### config.mk
export PLATFORM = sky130hd
export DESIGN_NAME = id_stage_piped_flat
export DESIGN_NICKNAME = d
export VERILOG_FILES = /design/src/rtl/id_stage_piped_if.sv /design/src/rtl/id_stage_piped.sv /design/src/flat_wrapper.sv
export SDC_FILE = /design/constraint.sdc
export NUM_CORES = 2
export LEC_CHECK = 0
export BUFFER_PORTS_ARGS = -buffer_cell sky130_fd_sc_hd__buf_2
export CELL_PAD_IN_SITES_DETAIL_PLACEMENT = 1
export CELL_PAD_IN_SITES_GLOBAL_PLACEMENT = 2
export CORE_ASPECT_RATIO = 0.6
export CORE_MARGIN = 8
export CORE_UTILIZATION = 39
export CTS_CLUSTER_SIZE = 25
export DETAILED_ROUTE_END_ITERATION = 10
export GPL_TIMING_DRIVEN = 1
export HOLD_SLACK_MARGIN = 0.15
export PLACE_DENSITY_LB_ADDON = 0.1
export REMOVE_ABC_BUFFERS = 1
export SLEW_MARGIN = 20
export SYNTH_ARGS = -nofsm -noshare
export SYNTH_HDL_FRONTEND = slang
export SYNTH_SLANG_ARGS = --single-unit
export TNS_END_PERCENT = 30
### constraint.sdc
create_clock -name clk -period 2.5 [get_ports clk]
set_input_delay 0.125 -clock clk [delete_from_list [all_inputs] [get_ports clk]]
set_output_delay 0.125 -clock clk [all_outputs]
set_load 0.02 [all_outputs]
### src/rtl/id_stage_piped_if.sv
// id_stage_piped_if: IF/ID/EX handshake, write-back and ID/EX register bundle for id_stage_piped.
interface id_stage_piped_if #(
    parameter int XLEN   = 32,
    parameter int REG_AW = 5
);
    logic              in_valid;
    logic              in_ready;
    logic [31:0]       instruction;
    logic [XLEN-1:0]   in_pc;
    logic              ex_ready;
    logic              flush;
    logic              wb_en;
    logic [REG_AW-1:0] wb_rd;
    logic [XLEN-1:0]   wb_data;
    logic              out_valid;
    logic [XLEN-1:0]   out_pc;
    logic [XLEN-1:0]   rs1_data;
    logic [XLEN-1:0]   rs2_data;
    logic [XLEN-1:0]   imm;
    logic [REG_AW-1:0] rd;
    logic [3:0]        alu_sel;
    logic              reg_write;
    logic              mem_read;
    logic              mem_write;
    logic              branch;
    logic              mem_to_reg;
    logic              alu_src;
    logic              illegal;

    modport master (
        output in_valid, instruction, in_pc, ex_ready, flush, wb_en, wb_rd, wb_data,
        input  in_ready, out_valid, out_pc, rs1_data, rs2_data, imm, rd, alu_sel,
               reg_write, mem_read, mem_write, branch, mem_to_reg, alu_src, illegal
    );

    modport slave (
        input  in_valid, instruction, in_pc, ex_ready, flush, wb_en, wb_rd, wb_data,
        output in_ready, out_valid, out_pc, rs1_data, rs2_data, imm, rd, alu_sel,
               reg_write, mem_read, mem_write, branch, mem_to_reg, alu_src, illegal
    );
endinterface

### src/rtl/id_stage_piped.sv
// id_stage_piped: RV32I decode with register file, load-use stall and ID/EX register.
// Define ID_WB_BYPASS_EN to make the read ports write-through for a same-cycle write-back.
module id_stage_piped #(
    parameter int XLEN   = 32,
    parameter int REG_AW = 5
) (
    input logic          clk,
    input logic          reset,
    id_stage_piped_if.slave bus
);
    localparam logic [6:0] OP_R   = 7'b0110011;
    localparam logic [6:0] OP_I   = 7'b0010011;
    localparam logic [6:0] OP_LD  = 7'b0000011;
    localparam logic [6:0] OP_ST  = 7'b0100011;
    localparam logic [6:0] OP_BR  = 7'b1100011;
    localparam logic [6:0] OP_LUI = 7'b0110111;
    localparam logic [6:0] OP_JAL = 7'b1101111;

    logic [XLEN-1:0]   rf_q [2**REG_AW];
    logic [31:0]       ins;
    logic [REG_AW-1:0] rs1_a, rs2_a, rd_a;
    logic              is_r, is_i, is_ld, is_st, is_br, is_lui, is_jal;
    logic              use_rs1, use_rs2, hazard, advance;
    logic [31:0]       imm32;
    logic [XLEN-1:0]   imm_d, rs1_d, rs2_d;
    logic [3:0]        alu_d;
    // {illegal, reg_write, mem_read, mem_write, branch, mem_to_reg, alu_src}
    logic [6:0]        ctrl_d, ctrl_q;
    logic              valid_q;
    logic [XLEN-1:0]   pc_q, rs1_q, rs2_q, imm_q;
    logic [REG_AW-1:0] rd_q;
    logic [3:0]        alu_q;

    assign ins    = bus.instruction;
    assign rs1_a  = REG_AW'(ins[19:15]);
    assign rs2_a  = REG_AW'(ins[24:20]);
    assign rd_a   = REG_AW'(ins[11:7]);
    assign is_r   = ins[6:0] == OP_R;
    assign is_i   = ins[6:0] == OP_I;
    assign is_ld  = ins[6:0] == OP_LD;
    assign is_st  = ins[6:0] == OP_ST;
    assign is_br  = ins[6:0] == OP_BR;
    assign is_lui = ins[6:0] == OP_LUI;
    assign is_jal = ins[6:0] == OP_JAL;

    assign imm32 = (is_i || is_ld) ? {{20{ins[31]}}, ins[31:20]} :
                   is_st  ? {{20{ins[31]}}, ins[31:25], ins[11:7]} :
                   is_br  ? {{20{ins[31]}}, ins[7], ins[30:25], ins[11:8], 1'b0} :
                   is_lui ? {ins[31:12], 12'b0} :
                   is_jal ? {{12{ins[31]}}, ins[19:12], ins[20], ins[30:21], 1'b0} : '0;
    assign imm_d = XLEN'($signed(imm32));

    always_comb begin
        alu_d = 4'd0;
        if (is_r || is_i)
            case (ins[14:12])
                3'd0:    alu_d = (is_r && ins[30]) ? 4'd1 : 4'd0;
                3'd1:    alu_d = 4'd5;
                3'd2:    alu_d = 4'd8;
                3'd3:    alu_d = 4'd9;
                3'd4:    alu_d = 4'd4;
                3'd5:    alu_d = ins[30] ? 4'd7 : 4'd6;
                3'd6:    alu_d = 4'd3;
                default: alu_d = 4'd2;
            endcase
        else if (is_br)
            alu_d = 4'd1;
    end

    assign ctrl_d = {!(is_r || is_i || is_ld || is_st || is_br || is_lui || is_jal),
                     (is_r || is_i || is_ld || is_lui || is_jal) && rd_a != '0,
                     is_ld, is_st, is_br, is_ld,
                     is_i || is_ld || is_st || is_lui || is_jal};

`ifdef ID_WB_BYPASS_EN
    assign rs1_d = (rs1_a == '0) ? '0 : (bus.wb_en && bus.wb_rd == rs1_a) ? bus.wb_data : rf_q[rs1_a];
    assign rs2_d = (rs2_a == '0) ? '0 : (bus.wb_en && bus.wb_rd == rs2_a) ? bus.wb_data : rf_q[rs2_a];
`else
    assign rs1_d = (rs1_a == '0) ? '0 : rf_q[rs1_a];
    assign rs2_d = (rs2_a == '0) ? '0 : rf_q[rs2_a];
`endif

    assign use_rs1 = !(is_lui || is_jal);
    assign use_rs2 = is_r || is_st || is_br;
    assign hazard  = valid_q && ctrl_q[4] && rd_q != '0 &&
                     ((use_rs1 && rs1_a == rd_q) || (use_rs2 && rs2_a == rd_q));
    assign advance = !valid_q || bus.ex_ready;
    assign bus.in_ready = advance && !hazard;

    always_ff @(posedge clk)
        if (!reset)
            rf_q <= '{default: '0};
        else if (bus.wb_en && bus.wb_rd != '0)
            rf_q[bus.wb_rd] <= bus.wb_data;

    always_ff @(posedge clk) begin
        if (!reset) begin
            valid_q <= 1'b0;
            ctrl_q  <= '0;
            pc_q    <= '0;
            rs1_q   <= '0;
            rs2_q   <= '0;
            imm_q   <= '0;
            rd_q    <= '0;
            alu_q   <= '0;
        end else if (bus.flush) begin
            valid_q <= 1'b0;
        end else if (advance && hazard) begin
            valid_q <= 1'b0;
            ctrl_q  <= '0;
        end else if (advance && bus.in_valid) begin
            valid_q <= 1'b1;
            ctrl_q  <= ctrl_d;
            pc_q    <= bus.in_pc;
            rs1_q   <= rs1_d;
            rs2_q   <= rs2_d;
            imm_q   <= imm_d;
            rd_q    <= rd_a;
            alu_q   <= alu_d;
        end else if (advance) begin
            valid_q <= 1'b0;
        end
    end

    assign bus.out_valid  = valid_q;
    assign bus.out_pc     = pc_q;
    assign bus.rs1_data   = rs1_q;
    assign bus.rs2_data   = rs2_q;
    assign bus.imm        = imm_q;
    assign bus.rd         = rd_q;
    assign bus.alu_sel    = alu_q;
    assign bus.illegal    = ctrl_q[6];
    assign bus.reg_write  = ctrl_q[5];
    assign bus.mem_read   = ctrl_q[4];
    assign bus.mem_write  = ctrl_q[3];
    assign bus.branch     = ctrl_q[2];
    assign bus.mem_to_reg = ctrl_q[1];
    assign bus.alu_src    = ctrl_q[0];
endmodule
### src/flat_wrapper.sv
// flat-port wrapper written by rule: the top's interface ports become plain ports
module id_stage_piped_flat 
#(
    parameter int XLEN   = 32,
    parameter int REG_AW = 5
)
  (clk, reset, bus_in_valid, bus_instruction, bus_in_pc, bus_ex_ready, bus_flush, bus_wb_en, bus_wb_rd, bus_wb_data, bus_in_ready, bus_out_valid, bus_out_pc, bus_rs1_data, bus_rs2_data, bus_imm, bus_rd, bus_alu_sel, bus_reg_write, bus_mem_read, bus_mem_write, bus_branch, bus_mem_to_reg, bus_alu_src, bus_illegal);
  id_stage_piped_if #(.XLEN(XLEN), .REG_AW(REG_AW)) bus_i ();
  input logic clk;
  input logic reset;
  input wire logic [$bits(bus_i.in_valid)-1:0] bus_in_valid;
  input wire logic [$bits(bus_i.instruction)-1:0] bus_instruction;
  input wire logic [$bits(bus_i.in_pc)-1:0] bus_in_pc;
  input wire logic [$bits(bus_i.ex_ready)-1:0] bus_ex_ready;
  input wire logic [$bits(bus_i.flush)-1:0] bus_flush;
  input wire logic [$bits(bus_i.wb_en)-1:0] bus_wb_en;
  input wire logic [$bits(bus_i.wb_rd)-1:0] bus_wb_rd;
  input wire logic [$bits(bus_i.wb_data)-1:0] bus_wb_data;
  output wire logic [$bits(bus_i.in_ready)-1:0] bus_in_ready;
  output wire logic [$bits(bus_i.out_valid)-1:0] bus_out_valid;
  output wire logic [$bits(bus_i.out_pc)-1:0] bus_out_pc;
  output wire logic [$bits(bus_i.rs1_data)-1:0] bus_rs1_data;
  output wire logic [$bits(bus_i.rs2_data)-1:0] bus_rs2_data;
  output wire logic [$bits(bus_i.imm)-1:0] bus_imm;
  output wire logic [$bits(bus_i.rd)-1:0] bus_rd;
  output wire logic [$bits(bus_i.alu_sel)-1:0] bus_alu_sel;
  output wire logic [$bits(bus_i.reg_write)-1:0] bus_reg_write;
  output wire logic [$bits(bus_i.mem_read)-1:0] bus_mem_read;
  output wire logic [$bits(bus_i.mem_write)-1:0] bus_mem_write;
  output wire logic [$bits(bus_i.branch)-1:0] bus_branch;
  output wire logic [$bits(bus_i.mem_to_reg)-1:0] bus_mem_to_reg;
  output wire logic [$bits(bus_i.alu_src)-1:0] bus_alu_src;
  output wire logic [$bits(bus_i.illegal)-1:0] bus_illegal;
  assign bus_i.in_valid = bus_in_valid;
  assign bus_i.instruction = bus_instruction;
  assign bus_i.in_pc = bus_in_pc;
  assign bus_i.ex_ready = bus_ex_ready;
  assign bus_i.flush = bus_flush;
  assign bus_i.wb_en = bus_wb_en;
  assign bus_i.wb_rd = bus_wb_rd;
  assign bus_i.wb_data = bus_wb_data;
  assign bus_in_ready = bus_i.in_ready;
  assign bus_out_valid = bus_i.out_valid;
  assign bus_out_pc = bus_i.out_pc;
  assign bus_rs1_data = bus_i.rs1_data;
  assign bus_rs2_data = bus_i.rs2_data;
  assign bus_imm = bus_i.imm;
  assign bus_rd = bus_i.rd;
  assign bus_alu_sel = bus_i.alu_sel;
  assign bus_reg_write = bus_i.reg_write;
  assign bus_mem_read = bus_i.mem_read;
  assign bus_mem_write = bus_i.mem_write;
  assign bus_branch = bus_i.branch;
  assign bus_mem_to_reg = bus_i.mem_to_reg;
  assign bus_alu_src = bus_i.alu_src;
  assign bus_illegal = bus_i.illegal;
  id_stage_piped #(.XLEN(XLEN), .REG_AW(REG_AW)) u_core (.clk(clk), .reset(reset), .bus(bus_i));
endmodule
==> results.json <==
{
  "status": "complete, but fails checks",
  "violations": "setup timing",
  "p_leak_nw": 22.4,
  "cp_max_fo": 32,
  "synth_edf_count": 0,
  "fin_skew_ns": 0.0322,
  "hold_path_end": "u_core.bus.out_pc[6]$_SDFFE_PN0P_",
  "initial_utilization_pct": 39.3,
  "worstSkewPairLatency_ns": 0.77,
  "worst_ep_required_time_ns": 3.19,
  "arrival_ns": 3.30,
  "via_count": 54400,
  "final_area_um2": 66500,
  "cts_buffers": 118,
  "worst-slew-pin-transition_ns": 1.01,
  "ys_top_cells_by_area": "dfxtp_1, mux4_2, nand2_1, a21oi_1, clkbuf_1",
  "yosysTopAreaCellShare_pct": 42.0,
  "core_area_um2": 142000,
  "ios": 253,
  "reg2regPathDepth": 9,
  "crit_type": "reg2reg",
  "hp-start": "bus_in_pc[6]",
  "relSlewSlack_pct": 32.2,
  "max-vdd-ir-drop_mv": 0.606,
  "fmax_ghz": 0.383,
  "cts.clk_slew.worst_paths_ns": 0.07,
  "route.final.wire_length_mm": 279,
  "yosysSeqAreaShare_pct": 42.0,
  "setup_violations": 34,
  "cp_slowest_cell": "or4_4",
  "dpl.hpwl_mm": 171,
  "fp.dieH_um": 309,
  "die_area_um2": 156000,
  "place_congestion": 0.877,
  "ff2ff_setup_slack_ns": -0.11,
  "cp-start-kind": "flip-flop",
  "wire_per_inst_um": 32.8,
  "setup_slack_ns": -0.114,
  "portBuffers": 252,
  "ctsHtreeMaxLevel": 3,
  "power_density_nw_per_um2": 630,
  "clock_path_buffers": 3,
  "finalCritPeriodShare_pct": 105,
  "async_flop_share_pct": 0,
  "die_x_um": 504,
  "cpPeakStageDelay_ns": 0.54,
  "crit_path_end_kind": "flip-flop",
  "dominantRegCellSynth": "dfxtp_1",
  "grt_pass1_wl_mm": 393,
  "postPlaceCellArea_um2": 60700,
  "grt_max_degree": 124,
  "report.final.slew_viol_count": 0,
  "synth.cell_area_um2": 55700,
  "final-instance-count-excl-fill": 8502,
  "layout.nets": 6592,
  "hold_viol_final": 0,
  "cap_violations": 0,
  "dp_cells": 8111,
  "cts_tree": "yes",
  "min_path_cells": 4,
  "synth.distinct_cells": 60,
  "yosys_warnings": 0,
  "synth_cells": 6301,
  "grt.overflow.total": 0,
  "via_per_inst": 6.40,
  "avgSynthCellArea_um2": 8.84,
  "r2r-end": "u_core.bus.rs1_data[15]$_SDFFE_PN0P_",
  "r2r_start": "u_core.bus.rd[1]$_SDFFE_PN0P_",
  "period_minus_slack_ns": 2.61,
  "antenna_found_initial": 19,
  "crit_chain": "or4_4 -> o211ai_1 -> nor4b_4 -> buf_4 -> buf_6 -> buf_12 -> nor3_4 -> clkbuf_16 -> a22o_1",
  "root_buffer": "clkbuf_16",
  "firstDrtPassIters": 6,
  "globalRouteTotalUtil_pct": 34.2,
  "drc": 0,
  "ant_nets": 0,
  "clock_sinks": 1168,
  "yosys.area.top_type": "dfxtp_1",
  "drt_iter0_drc": 7397,
  "synth_seq_cells": 1168,
  "syn2layout_area_growth_pct": 19.3,
  "drive_above_1_share_pct": 20.0,
  "worstHoldPathType": "in2reg",
  "rows": 107,
  "grt_pass1_vias": 52600,
  "rsz0062_at_grt": "true"
}
[registers in the layout, indices dropped and copies added (netlist names)]
| name | flops |
|---|---|
| u_core.bus.rs1_data | 32 |
| u_core.rf_q | 1024 |
| u_core.bus.alu_sel | 4 |
| u_core.bus.out_valid | 1 |
| u_core.bus.rs2_data | 32 |
| u_core.bus.rd | 5 |
| u_core.bus.out_pc | 32 |
| u_core.ctrl_q | 6 |
| u_core.bus.imm | 32 |
[layout by cell type (no fill, tap or decap), types with 48 or more instances in the layout]
cell type and n:
o21ai_0 48, a21oi_1 1102, dfxtp_1 1164, mux4_2 444, a22oi_1 63, buf_12 101, buf_4 212, a22o_1 87
mux2i_1 151, clkbuf_16 121, buf_2 242, nand2_1 2020, o22ai_1 137, dlygate4sd3_1 143, nand3_1 67
[through the flow]
step                utilization, %  total power [mW]  setup TNS [ns]  worst slack (ns)  hold WS [ns]
floorplan                        -              20.8               -            -19.34         0.202
global placement              42.8              23.1               0             0.119         0.337
detailed placement            42.8              23.1               0             0.143         0.338
CTS                           46.7              41.9          -0.131            -0.128         0.151
global route                  46.8              43.0           -3.72            -0.179         0.173
finish                        46.9              41.9           -2.28            -0.114         0.183
[where the power goes]
part           internal, mW  switching [mW]
clock                  10.5            8.40
combinational          1.34            2.69
sequential             18.8           0.180
[how the worst max path moves through the flow]
| stage | to | startpoint | slack [ns] |
|---|---|---|---|
| floorplan | u_core.bus.rs2_data[0]$_SDFFE_PN0P_ | reset | -19.34 |
| global placement | u_core.bus.rs1_data[17]$_SDFFE_PN0P_ | bus_instruction[15] | 0.12 |
| detailed placement | u_core.bus.rs1_data[5]$_SDFFE_PN0P_ | bus_instruction[15] | 0.14 |
| CTS | bus_in_ready | u_core.bus.rd[1]$_SDFFE_PN0P_ | -0.13 |
| global route | bus_in_ready | u_core.bus.rd[1]$_SDFFE_PN0P_ | -0.18 |
| finish | u_core.bus.rs1_data[15]$_SDFFE_PN0P_ | u_core.bus.rd[1]$_SDFFE_PN0P_ | -0.11 |
[critical path, delay by kind of cell, from the launching register on]
family | cells | cell delay, ns
buf+inv | 4 | 0.77
simple gates | 3 | 0.85
flops | 1 | 0.34
compound gates | 2 | 0.52
[metal layers]
layer	track usage [%]	share of wire (%)	wire [um]
met1	50.2	44	122000
met2	49.2	42	116000
met3	7.83	11	30700
met4	12.2	3.9	11000
met5	0	0.0047	13
[cells in the mapped netlist, drive strengths merged (32+ instances only)]
cell type and count:
o21ai 49, and2 36, clkbuf 514, o22ai 137, mux4 444, nor4 40, a22oi 63, nand3 68
mux2i 152, nor2 32, dfxtp 1168, a22o 87, buf 137, nand2 2052, a21oi 1103
[logic make-up (layout without fill, tap and decap cells)]
group | count (synthesis) | in the layout | synth area share (%)
and+or+nand+nor | 2304 | 2304 | 16.4
AOI/OAI and AO/OA | 1559 | 1559 | 16.0
DFF | 1168 | 1168 | 42.0
buffers and inverters | 657 | 940 | 4.67
muxes | 603 | 603 | 20.8
xor gates and xnor gates | 10 | 10 | 0.157
other | 0 | 11 | 0
[final cells by class]
cell class / instances / area (um2)
diodes: 11 / 27.5
fillers: 16100 / 75400
flip-flops and latches: 1168 / 23400
repair buffers: 715 / 6510
well taps: 1907 / 2390
multi-input cells: 4476 / 30100
inverters: 6 / 30.0
clock buffers: 179 / 3580
clock inverters: 40 / 434
[what timing repair did]
action / CTS / global route
hold buffers: 145 / 0
gates cloned: 1 / 2
resized for setup: 12 / 22
hold endpoints to repair: 1086 / 0
endpoints found under the setup margin: 1 / 91
setup buffers: 5 / 8
pin swaps: 6 / 17
Power figures use the tool's default switching activity.
